File: src/rtl/parking_pkg.sv
// parking_pkg: shared lane state type and lane-kind selectors for the parking gate front end.
// Contents:
//   lane_state_t - per-lane FSM state (IDLE, OPEN, PASSING)
//   ENTRY / EXIT - values for parking_lane_fsm.CHECK_SPACE
package parking_pkg;

    typedef enum logic [1:0] {
        IDLE,
        OPEN,
        PASSING
    } lane_state_t;

    localparam bit ENTRY = 1'b1;
    localparam bit EXIT  = 1'b0;

endpackage

File: src/rtl/parking_gate_ctrl_if.sv
// parking_gate_ctrl_if: card, beam, space-flag and event signals between the lanes and parking_logic.
// Modports:
//   slave  - gate controller: receives cards, beams and space flags; drives gates and event pulses
//   master - environment: drives cards, beams and space flags; observes gates and event pulses
interface parking_gate_ctrl_if;
    import parking_pkg::*;

    logic entry_card_valid;
    logic entry_card_uni;
    logic exit_card_valid;
    logic exit_card_uni;
    logic entry_beam;
    logic exit_beam;
    logic uni_is_vacated_space;
    logic is_vacated_space;
    logic entry_gate_open;
    logic exit_gate_open;
    logic entry_rejected;
    logic car_entered;
    logic is_uni_car_entered;
    logic car_exited;
    logic is_uni_car_exited;

    modport slave (
        input  entry_card_valid, entry_card_uni, exit_card_valid, exit_card_uni,
        input  entry_beam, exit_beam, uni_is_vacated_space, is_vacated_space,
        output entry_gate_open, exit_gate_open, entry_rejected,
        output car_entered, is_uni_car_entered, car_exited, is_uni_car_exited
    );

    modport master (
        output entry_card_valid, entry_card_uni, exit_card_valid, exit_card_uni,
        output entry_beam, exit_beam, uni_is_vacated_space, is_vacated_space,
        input  entry_gate_open, exit_gate_open, entry_rejected,
        input  car_entered, is_uni_car_entered, car_exited, is_uni_car_exited
    );

endinterface

File: src/rtl/parking_lane_fsm.sv
// parking_lane_fsm: one lane (debouncer, IDLE/OPEN/PASSING FSM, gate timeout, card class latch).
// Ports:
//   clk, reset        - clock, synchronous active-low reset
//   card_valid_i/uni_i - card strobe and its class
//   beam_i            - raw beam, 1 = blocked
//   uni_space_i/space_i - space flags, consulted only when CHECK_SPACE is set
//   gate_open_o       - registered barrier command
//   rejected_o        - registered one-cycle refusal pulse
//   event_o/event_uni_o - combinational pass-complete request and class, registered by the top
module parking_lane_fsm
    import parking_pkg::*;
#(
    parameter int unsigned DEBOUNCE_CYCLES = 4,
    parameter int unsigned GATE_TIMEOUT    = 1000,
    parameter bit          CHECK_SPACE     = ENTRY
) (
    input  logic clk,
    input  logic reset,
    input  logic card_valid_i,
    input  logic card_uni_i,
    input  logic beam_i,
    input  logic uni_space_i,
    input  logic space_i,
    output logic gate_open_o,
    output logic rejected_o,
    output logic event_o,
    output logic event_uni_o
);

    localparam int DW = $clog2(DEBOUNCE_CYCLES + 1);
    localparam int TW = $clog2(GATE_TIMEOUT + 1);
    localparam logic [DW-1:0] DB_LAST = DW'(DEBOUNCE_CYCLES - 1);
    localparam logic [TW-1:0] TO_LAST = TW'(GATE_TIMEOUT - 1);

    lane_state_t   state_q, state_d;
    logic          cls_q, cls_d;
    logic          lvl_q, lvl_d;
    logic          rej_q, rej_d;
    logic          gate_q, gate_d;
    logic [DW-1:0] dcnt_q, dcnt_d;
    logic [TW-1:0] tcnt_q, tcnt_d;
    logic          space_ok;

    // Debouncer: the level flips on the DEBOUNCE_CYCLES-th consecutive differing sample.
    always_comb begin
        lvl_d  = lvl_q;
        dcnt_d = '0;
        if (beam_i != lvl_q) begin
            if (dcnt_q >= DB_LAST) lvl_d = ~lvl_q;
            else dcnt_d = dcnt_q + 1'b1;
        end
    end

    // The FSM reacts to the registered debounced level, so it trails the level by one cycle.
    always_comb begin
        state_d  = state_q;
        cls_d    = cls_q;
        tcnt_d   = '0;
        rej_d    = 1'b0;
        event_o  = 1'b0;
        space_ok = card_uni_i ? uni_space_i : space_i;
        case (state_q)
            IDLE: begin
                if (card_valid_i) begin
                    cls_d = card_uni_i;
                    if (!CHECK_SPACE || space_ok) state_d = OPEN;
                    else rej_d = 1'b1;
                end
            end
            OPEN: begin
                if (lvl_q) state_d = PASSING;
                else if (tcnt_q >= TO_LAST) state_d = IDLE;
                else tcnt_d = tcnt_q + 1'b1;
            end
            PASSING: begin
                if (!lvl_q) begin
                    state_d = IDLE;
                    event_o = 1'b1;
                end
            end
            default: state_d = IDLE;
        endcase
        gate_d = (state_d != IDLE);
    end

    always_ff @(posedge clk) begin
        if (!reset) begin
            state_q <= IDLE;
            cls_q   <= 1'b0;
            lvl_q   <= 1'b0;
            rej_q   <= 1'b0;
            gate_q  <= 1'b0;
            dcnt_q  <= '0;
            tcnt_q  <= '0;
        end else begin
            state_q <= state_d;
            cls_q   <= cls_d;
            lvl_q   <= lvl_d;
            rej_q   <= rej_d;
            gate_q  <= gate_d;
            dcnt_q  <= dcnt_d;
            tcnt_q  <= tcnt_d;
        end
    end

    assign gate_open_o = gate_q;
    assign rejected_o  = rej_q;
    assign event_uni_o = event_o & cls_q;

endmodule

File: src/rtl/parking_gate_ctrl.sv
// parking_gate_ctrl: entry and exit lane controllers plus event arbitration toward parking_logic.
// Ports:
//   clk, reset - clock, synchronous active-low reset
//   bus        - parking_gate_ctrl_if.slave: cards, beams, space flags in; gates, rejection and
//                class-qualified car_entered/car_exited pulses out (all registered)
module parking_gate_ctrl
    import parking_pkg::*;
#(
    parameter int unsigned DEBOUNCE_CYCLES = 4,
    parameter int unsigned GATE_TIMEOUT    = 1000
) (
    input  logic                  clk,
    input  logic                  reset,
    parking_gate_ctrl_if.slave    bus
);

    logic entry_ev, entry_cls, exit_ev, exit_cls, unused_exit_rej;
    logic ce_q, ce_d, ceu_q, ceu_d, cx_q, cx_d, cxu_q, cxu_d;
    logic pend_q, pend_d, pend_cls_q, pend_cls_d;

    parking_lane_fsm #(
        .DEBOUNCE_CYCLES(DEBOUNCE_CYCLES),
        .GATE_TIMEOUT   (GATE_TIMEOUT),
        .CHECK_SPACE    (ENTRY)
    ) u_entry (
        .clk         (clk),
        .reset       (reset),
        .card_valid_i(bus.entry_card_valid),
        .card_uni_i  (bus.entry_card_uni),
        .beam_i      (bus.entry_beam),
        .uni_space_i (bus.uni_is_vacated_space),
        .space_i     (bus.is_vacated_space),
        .gate_open_o (bus.entry_gate_open),
        .rejected_o  (bus.entry_rejected),
        .event_o     (entry_ev),
        .event_uni_o (entry_cls)
    );

    parking_lane_fsm #(
        .DEBOUNCE_CYCLES(DEBOUNCE_CYCLES),
        .GATE_TIMEOUT   (GATE_TIMEOUT),
        .CHECK_SPACE    (EXIT)
    ) u_exit (
        .clk         (clk),
        .reset       (reset),
        .card_valid_i(bus.exit_card_valid),
        .card_uni_i  (bus.exit_card_uni),
        .beam_i      (bus.exit_beam),
        .uni_space_i (bus.uni_is_vacated_space),
        .space_i     (bus.is_vacated_space),
        .gate_open_o (bus.exit_gate_open),
        .rejected_o  (unused_exit_rej),
        .event_o     (exit_ev),
        .event_uni_o (exit_cls)
    );

    // A colliding entry event is deferred one cycle; the entry lane is back in IDLE by then,
    // so the pending slot can never be needed twice in a row.
    always_comb begin
        pend_d     = entry_ev & exit_ev;
        pend_cls_d = entry_cls;
        cx_d       = exit_ev;
        cxu_d      = exit_ev & exit_cls;
        ce_d       = pend_q | (entry_ev & ~exit_ev);
        ceu_d      = pend_q ? pend_cls_q : (entry_ev & ~exit_ev & entry_cls);
    end

    always_ff @(posedge clk) begin
        if (!reset) begin
            pend_q     <= 1'b0;
            pend_cls_q <= 1'b0;
            ce_q       <= 1'b0;
            ceu_q      <= 1'b0;
            cx_q       <= 1'b0;
            cxu_q      <= 1'b0;
        end else begin
            pend_q     <= pend_d;
            pend_cls_q <= pend_cls_d;
            ce_q       <= ce_d;
            ceu_q      <= ceu_d;
            cx_q       <= cx_d;
            cxu_q      <= cxu_d;
        end
    end

    assign bus.car_entered        = ce_q;
    assign bus.is_uni_car_entered = ceu_q;
    assign bus.car_exited         = cx_q;
    assign bus.is_uni_car_exited  = cxu_q;

endmodule

File: src/flat_wrapper.sv
// flat-port wrapper written by rule: the top's interface ports become plain ports
module parking_gate_ctrl_flat import parking_pkg::*;
#(
    parameter int unsigned DEBOUNCE_CYCLES = 4,
    parameter int unsigned GATE_TIMEOUT    = 1000
)
  (clk, reset, bus_entry_card_valid, bus_entry_card_uni, bus_exit_card_valid, bus_exit_card_uni, bus_entry_beam, bus_exit_beam, bus_uni_is_vacated_space, bus_is_vacated_space, bus_entry_gate_open, bus_exit_gate_open, bus_entry_rejected, bus_car_entered, bus_is_uni_car_entered, bus_car_exited, bus_is_uni_car_exited);
  parking_gate_ctrl_if bus_i ();
  input  logic clk;
  input  logic reset;
  input wire logic [$bits(bus_i.entry_card_valid)-1:0] bus_entry_card_valid;
  input wire logic [$bits(bus_i.entry_card_uni)-1:0] bus_entry_card_uni;
  input wire logic [$bits(bus_i.exit_card_valid)-1:0] bus_exit_card_valid;
  input wire logic [$bits(bus_i.exit_card_uni)-1:0] bus_exit_card_uni;
  input wire logic [$bits(bus_i.entry_beam)-1:0] bus_entry_beam;
  input wire logic [$bits(bus_i.exit_beam)-1:0] bus_exit_beam;
  input wire logic [$bits(bus_i.uni_is_vacated_space)-1:0] bus_uni_is_vacated_space;
  input wire logic [$bits(bus_i.is_vacated_space)-1:0] bus_is_vacated_space;
  output wire logic [$bits(bus_i.entry_gate_open)-1:0] bus_entry_gate_open;
  output wire logic [$bits(bus_i.exit_gate_open)-1:0] bus_exit_gate_open;
  output wire logic [$bits(bus_i.entry_rejected)-1:0] bus_entry_rejected;
  output wire logic [$bits(bus_i.car_entered)-1:0] bus_car_entered;
  output wire logic [$bits(bus_i.is_uni_car_entered)-1:0] bus_is_uni_car_entered;
  output wire logic [$bits(bus_i.car_exited)-1:0] bus_car_exited;
  output wire logic [$bits(bus_i.is_uni_car_exited)-1:0] bus_is_uni_car_exited;
  assign bus_i.entry_card_valid = bus_entry_card_valid;
  assign bus_i.entry_card_uni = bus_entry_card_uni;
  assign bus_i.exit_card_valid = bus_exit_card_valid;
  assign bus_i.exit_card_uni = bus_exit_card_uni;
  assign bus_i.entry_beam = bus_entry_beam;
  assign bus_i.exit_beam = bus_exit_beam;
  assign bus_i.uni_is_vacated_space = bus_uni_is_vacated_space;
  assign bus_i.is_vacated_space = bus_is_vacated_space;
  assign bus_entry_gate_open = bus_i.entry_gate_open;
  assign bus_exit_gate_open = bus_i.exit_gate_open;
  assign bus_entry_rejected = bus_i.entry_rejected;
  assign bus_car_entered = bus_i.car_entered;
  assign bus_is_uni_car_entered = bus_i.is_uni_car_entered;
  assign bus_car_exited = bus_i.car_exited;
  assign bus_is_uni_car_exited = bus_i.is_uni_car_exited;
  parking_gate_ctrl #(.DEBOUNCE_CYCLES(DEBOUNCE_CYCLES), .GATE_TIMEOUT(GATE_TIMEOUT)) u_core (.clk(clk), .reset(reset), .bus(bus_i));
endmodule
File: config.mk
export PLATFORM = sky130hd
export DESIGN_NAME = parking_gate_ctrl_flat
export DESIGN_NICKNAME = d
export VERILOG_FILES = /design/src/rtl/parking_pkg.sv /design/src/rtl/parking_gate_ctrl_if.sv /design/src/rtl/parking_lane_fsm.sv /design/src/rtl/parking_gate_ctrl.sv /design/src/flat_wrapper.sv
export SDC_FILE = /design/constraint.sdc
export NUM_CORES = 1
export LEC_CHECK = 0
export CAP_MARGIN = 30
export CORE_UTILIZATION = 45
export CTS_CLUSTER_DIAMETER = 30
export DETAILED_ROUTE_END_ITERATION = 8
export PLACE_DENSITY = 0.65
export SLEW_MARGIN = 20
export SYNTH_ARGS = -nofsm -noshare
export SYNTH_HDL_FRONTEND = slang
export SYNTH_SLANG_ARGS = --single-unit
File: constraint.sdc
create_clock -name clk -period 1.64 [get_ports clk]
set_input_delay 0.328 -clock clk [delete_from_list [all_inputs] [get_ports clk]]
set_output_delay 0.328 -clock clk [all_outputs]
set_load 0.005 [all_outputs]
==> parameters.txt <==
Parameter                              Value

Worst setup path
  Critical path start-end classification ... register to register
  Setup crit start kind ... register
  CP arrival ... 1.63 ns
  Worst Path Max Fanout ... 3
  Endpoint class of the critical path ... register
  CP required ... 1.82 ns

Synth
  Post-synthesis instance area ... 1730 sq um
  Count of mapped cells out of synthesis ... 179
  Simple logic cell fraction of the synthesized area ... 0.241
  Post-Synthesis Net Count ... 195
  Multiplexer fraction of the synthesized cell area ... 0.0297
  Cell type with the largest total area after synthesis ... sky130_fd_sc_hd__dfxtp_1
  Number of warnings printed during yosys synthesis ... 0
  Sequential area share after synthesis ... 0.498
  Most frequent cell after synthesis ... sky130_fd_sc_hd__dfxtp_1
  Dominant combinational cell family by area after synthesis ... simple AND/OR/NAND/NOR gates
  Fraction of synthesized cell area in xor and xnor cells ... 0.0658
  Fraction of the mapped netlist area in compound gates ... 0.0933
  Top cell types by occurrence after synthesis ... sky130_fd_sc_hd__dfxtp_1 (43), sky130_fd_sc_hd__nor2_1 (33), sky130_fd_sc_hd__nand3_1 (15)
  Flops & latches, synth ... 43
  FFs w/ async S/R, synth ... 0
  Average cell area after synthesis ... 9.66 sq um
  Post-synth top area share ... 0.498
  Count of flip-flops with a built-in enable after synthesis ... 0
  Unique masters post-synth ... 36
  Adder and majority gate portion of the synthesized area ... 0.0434
  Biggest area contributors in the synthesized netlist ... sky130_fd_sc_hd__dfxtp_1 (50%), sky130_fd_sc_hd__nor2_1 (7.2%), sky130_fd_sc_hd__xor2_1 (4.6%)
  Top flip-flop cell by instance count after synthesis ... sky130_fd_sc_hd__dfxtp_1

Clock tree
  TritonCTS clock tree ... built
  Total setup buffers inserted after CTS ... 0
  Clock-pin slew of the registers on the worst-case setup and hold paths ... 0.07 ns
  Total of hold buffers inserted after clock tree synthesis ... 0
  Root Buffer ... sky130_fd_sc_hd__clkbuf_8
  Quantity of gates resized following cts ... 0
  Number of sinks driven by the clock tree ... 43
  Num CTS Buffers ... 5
  Deepest level of the CTS H-tree ... 2
  Clock buffer depth ... 2
  Worst skew pair latency ... 0.29 ns

Detailed routing
  Via total after detailed routing ... 1298
  Vias per cell ... 5.09
  Drt total wl ... 2860 microns
  Post-detailed-route DRC marker count ... 0
  First-pass DRT Iterations ... 4
  Initial detailed-routing violation count ... 43
  Routed wire length per instance ... 11.2 microns
  Post-route ant nets ... 0

STA
  Final worst path period need ... 1.45 ns
  # setup viols final ... 0
  RSZ-0062 raised after global routing ... no
  Slew @ Worst Pin ... 0.374 ns
  Final setup skew ... 0.00455 ns
  Fmax ... 0.690 GHz
  Final-report hold violation count ... 0
  Setup ws final ... 0.191 ns
  Sum of negative setup slack ... 0 ns
  Final period utilization ... 0.884
  Final slew viol count ... 0
  Worst rel slew slack ... 0.749

Power and ir drop
  Cell Pwr Density ... 899 nW/um^2
  Leakage power ... 0.819 nW
  VDD IR max ... 0.705 mV
  Overall power of the completed layout ... 1.85 mW

Layout
  Non-filler instance count after layout ... 255
  Layout cell share with drive strength beyond 1 ... 0.106
  Area growth from synthesis to final layout ... 19.0%
  Number of antenna diodes ... 0
  Register area ... 861 sq um
  Area taken by multi-input logic gates ... 818 sq um
  Cell area after layout ... 2060 sq um
  Number of fill cells ... 337
  Number of nets in the final layout ... 222

Global routing
  Grt ovf ... 0
  Via count of the first global-routing pass ... 1245
  Pin count of the biggest net entering global routing ... 13
  Antenna violations before repair ... 0
  Global-route wire length before repair ... 5150 microns
  GRT Total Usage ... 0.163

Floorplan
  Area enclosed by the die boundary ... 4090 sq um
  Starting utilization of the core area ... 0.472
  Die outline width ... 64.0 microns
  CORE AREA ... 3660 sq um
  Ports placed on the boundary ... 17
  FP Rows ... 22
  Chip Height ... 64.0 microns

Min path
  Class of the most critical hold timing path ... register to register

Place
  Placed inst area ... 1980 sq um
  Final weighted congestion of routability-driven global placement ... 0.797
  Placed cells ... 247
  Post-Place Worst Slack ... -0.0443 ns
  Port buffer count ... 16
  HPWL after DPL ... 2190 microns

Run
  Reported max-cap violation count ... 0

Outcome
  Outcome ... completed
-- final timing paths --
path                                          startpoint                            end  slack (ns)  cells after the start
worst max-delay path            u_core.u_entry.dcnt_q[0]           u_core.u_entry.lvl_q        0.19                      5
worst min-delay path                   u_core.pend_cls_q  u_core.bus.is_uni_car_entered        0.45                      2
worst max register to register  u_core.u_entry.dcnt_q[0]           u_core.u_entry.lvl_q        0.19                      5
worst min register to register         u_core.pend_cls_q  u_core.bus.is_uni_car_entered        0.45                      2
-- through the flow --
step,hold slack (ns),util
finish,0.451,0.562
global route,0.469,0.562
CTS,0.458,0.562
detailed placement,0.446,0.540
global placement,0.424,0.540
floorplan,0.418,-
-- cell usage in the layout, fill, tap and decap left out, types with 3 or more instances in the layout --
cell type	count
sky130_fd_sc_hd__nand3_1	15
sky130_fd_sc_hd__nand2b_1	3
sky130_fd_sc_hd__xor2_1	9
sky130_fd_sc_hd__a21oi_1	6
sky130_fd_sc_hd__nand4_1	3
sky130_fd_sc_hd__dfxtp_1	43
sky130_fd_sc_hd__clkbuf_8	5
sky130_fd_sc_hd__nand2_1	9
sky130_fd_sc_hd__buf_4	5
sky130_fd_sc_hd__and3_1	5
sky130_fd_sc_hd__nor2_1	33
sky130_fd_sc_hd__clkdlybuf4s50_1	16
sky130_fd_sc_hd__ha_1	6
sky130_fd_sc_hd__xnor2_1	4
sky130_fd_sc_hd__mux2i_1	4
sky130_fd_sc_hd__inv_1	8
-- where the power goes --
group	switching, mW	internal [mW]
registers	0.0202	1.07
clock network	0.326	0.299
logic	0.0593	0.0739
-- routing by layer --
layer	track usage	vias up	share of wire
met5	0	-	0
met4	0.0682	0	0.015
met3	0.0500	5	0.033
met2	0.283	14	0.51
met1	0.183	614	0.44
li1	-	665	-
-- worst max-delay path, stage by stage (launching register included) --
cell and delay [ns]:
sky130_fd_sc_hd__dfxtp_1 0.33, sky130_fd_sc_hd__ha_1 0.20, sky130_fd_sc_hd__ha_1 0.19, sky130_fd_sc_hd__a211oi_1 0.35, sky130_fd_sc_hd__mux2i_1 0.23, sky130_fd_sc_hd__nor2_1 0.05
-- final cells by class --
class / instances / share of cell area
clock buffer: 7 / 0.0371
clock inverter: 1 / 0.00243
inverter: 9 / 0.0189
multi-input combinational: 126 / 0.398
sequential: 43 / 0.418
tap: 48 / 0.0292
timing repair buffer: 21 / 0.0961
-- flip-flops by register name (all words and copies together) (netlist names), 2 cells and up --
signal	flops
u_core.u_exit.dcnt_q	3
u_core.u_entry.tcnt_q	10
u_core.u_entry.dcnt_q	3
u_core.u_exit.state_q	2
u_core.u_exit.tcnt_q	10
u_core.u_entry.state_q	2
-- cell families (layout without fill, tap and decap cells) --
group,Yosys count,in the layout
AND/OR/NAND/NOR,81,81
multiplexers,5,5
AO/OA/AOI/OAI,21,21
XOR/XNOR,13,13
adder cells (fa/ha/maj),6,6
flip-flops,43,43
buffers and inverters,10,38
(Power assumes the default switching activity.)
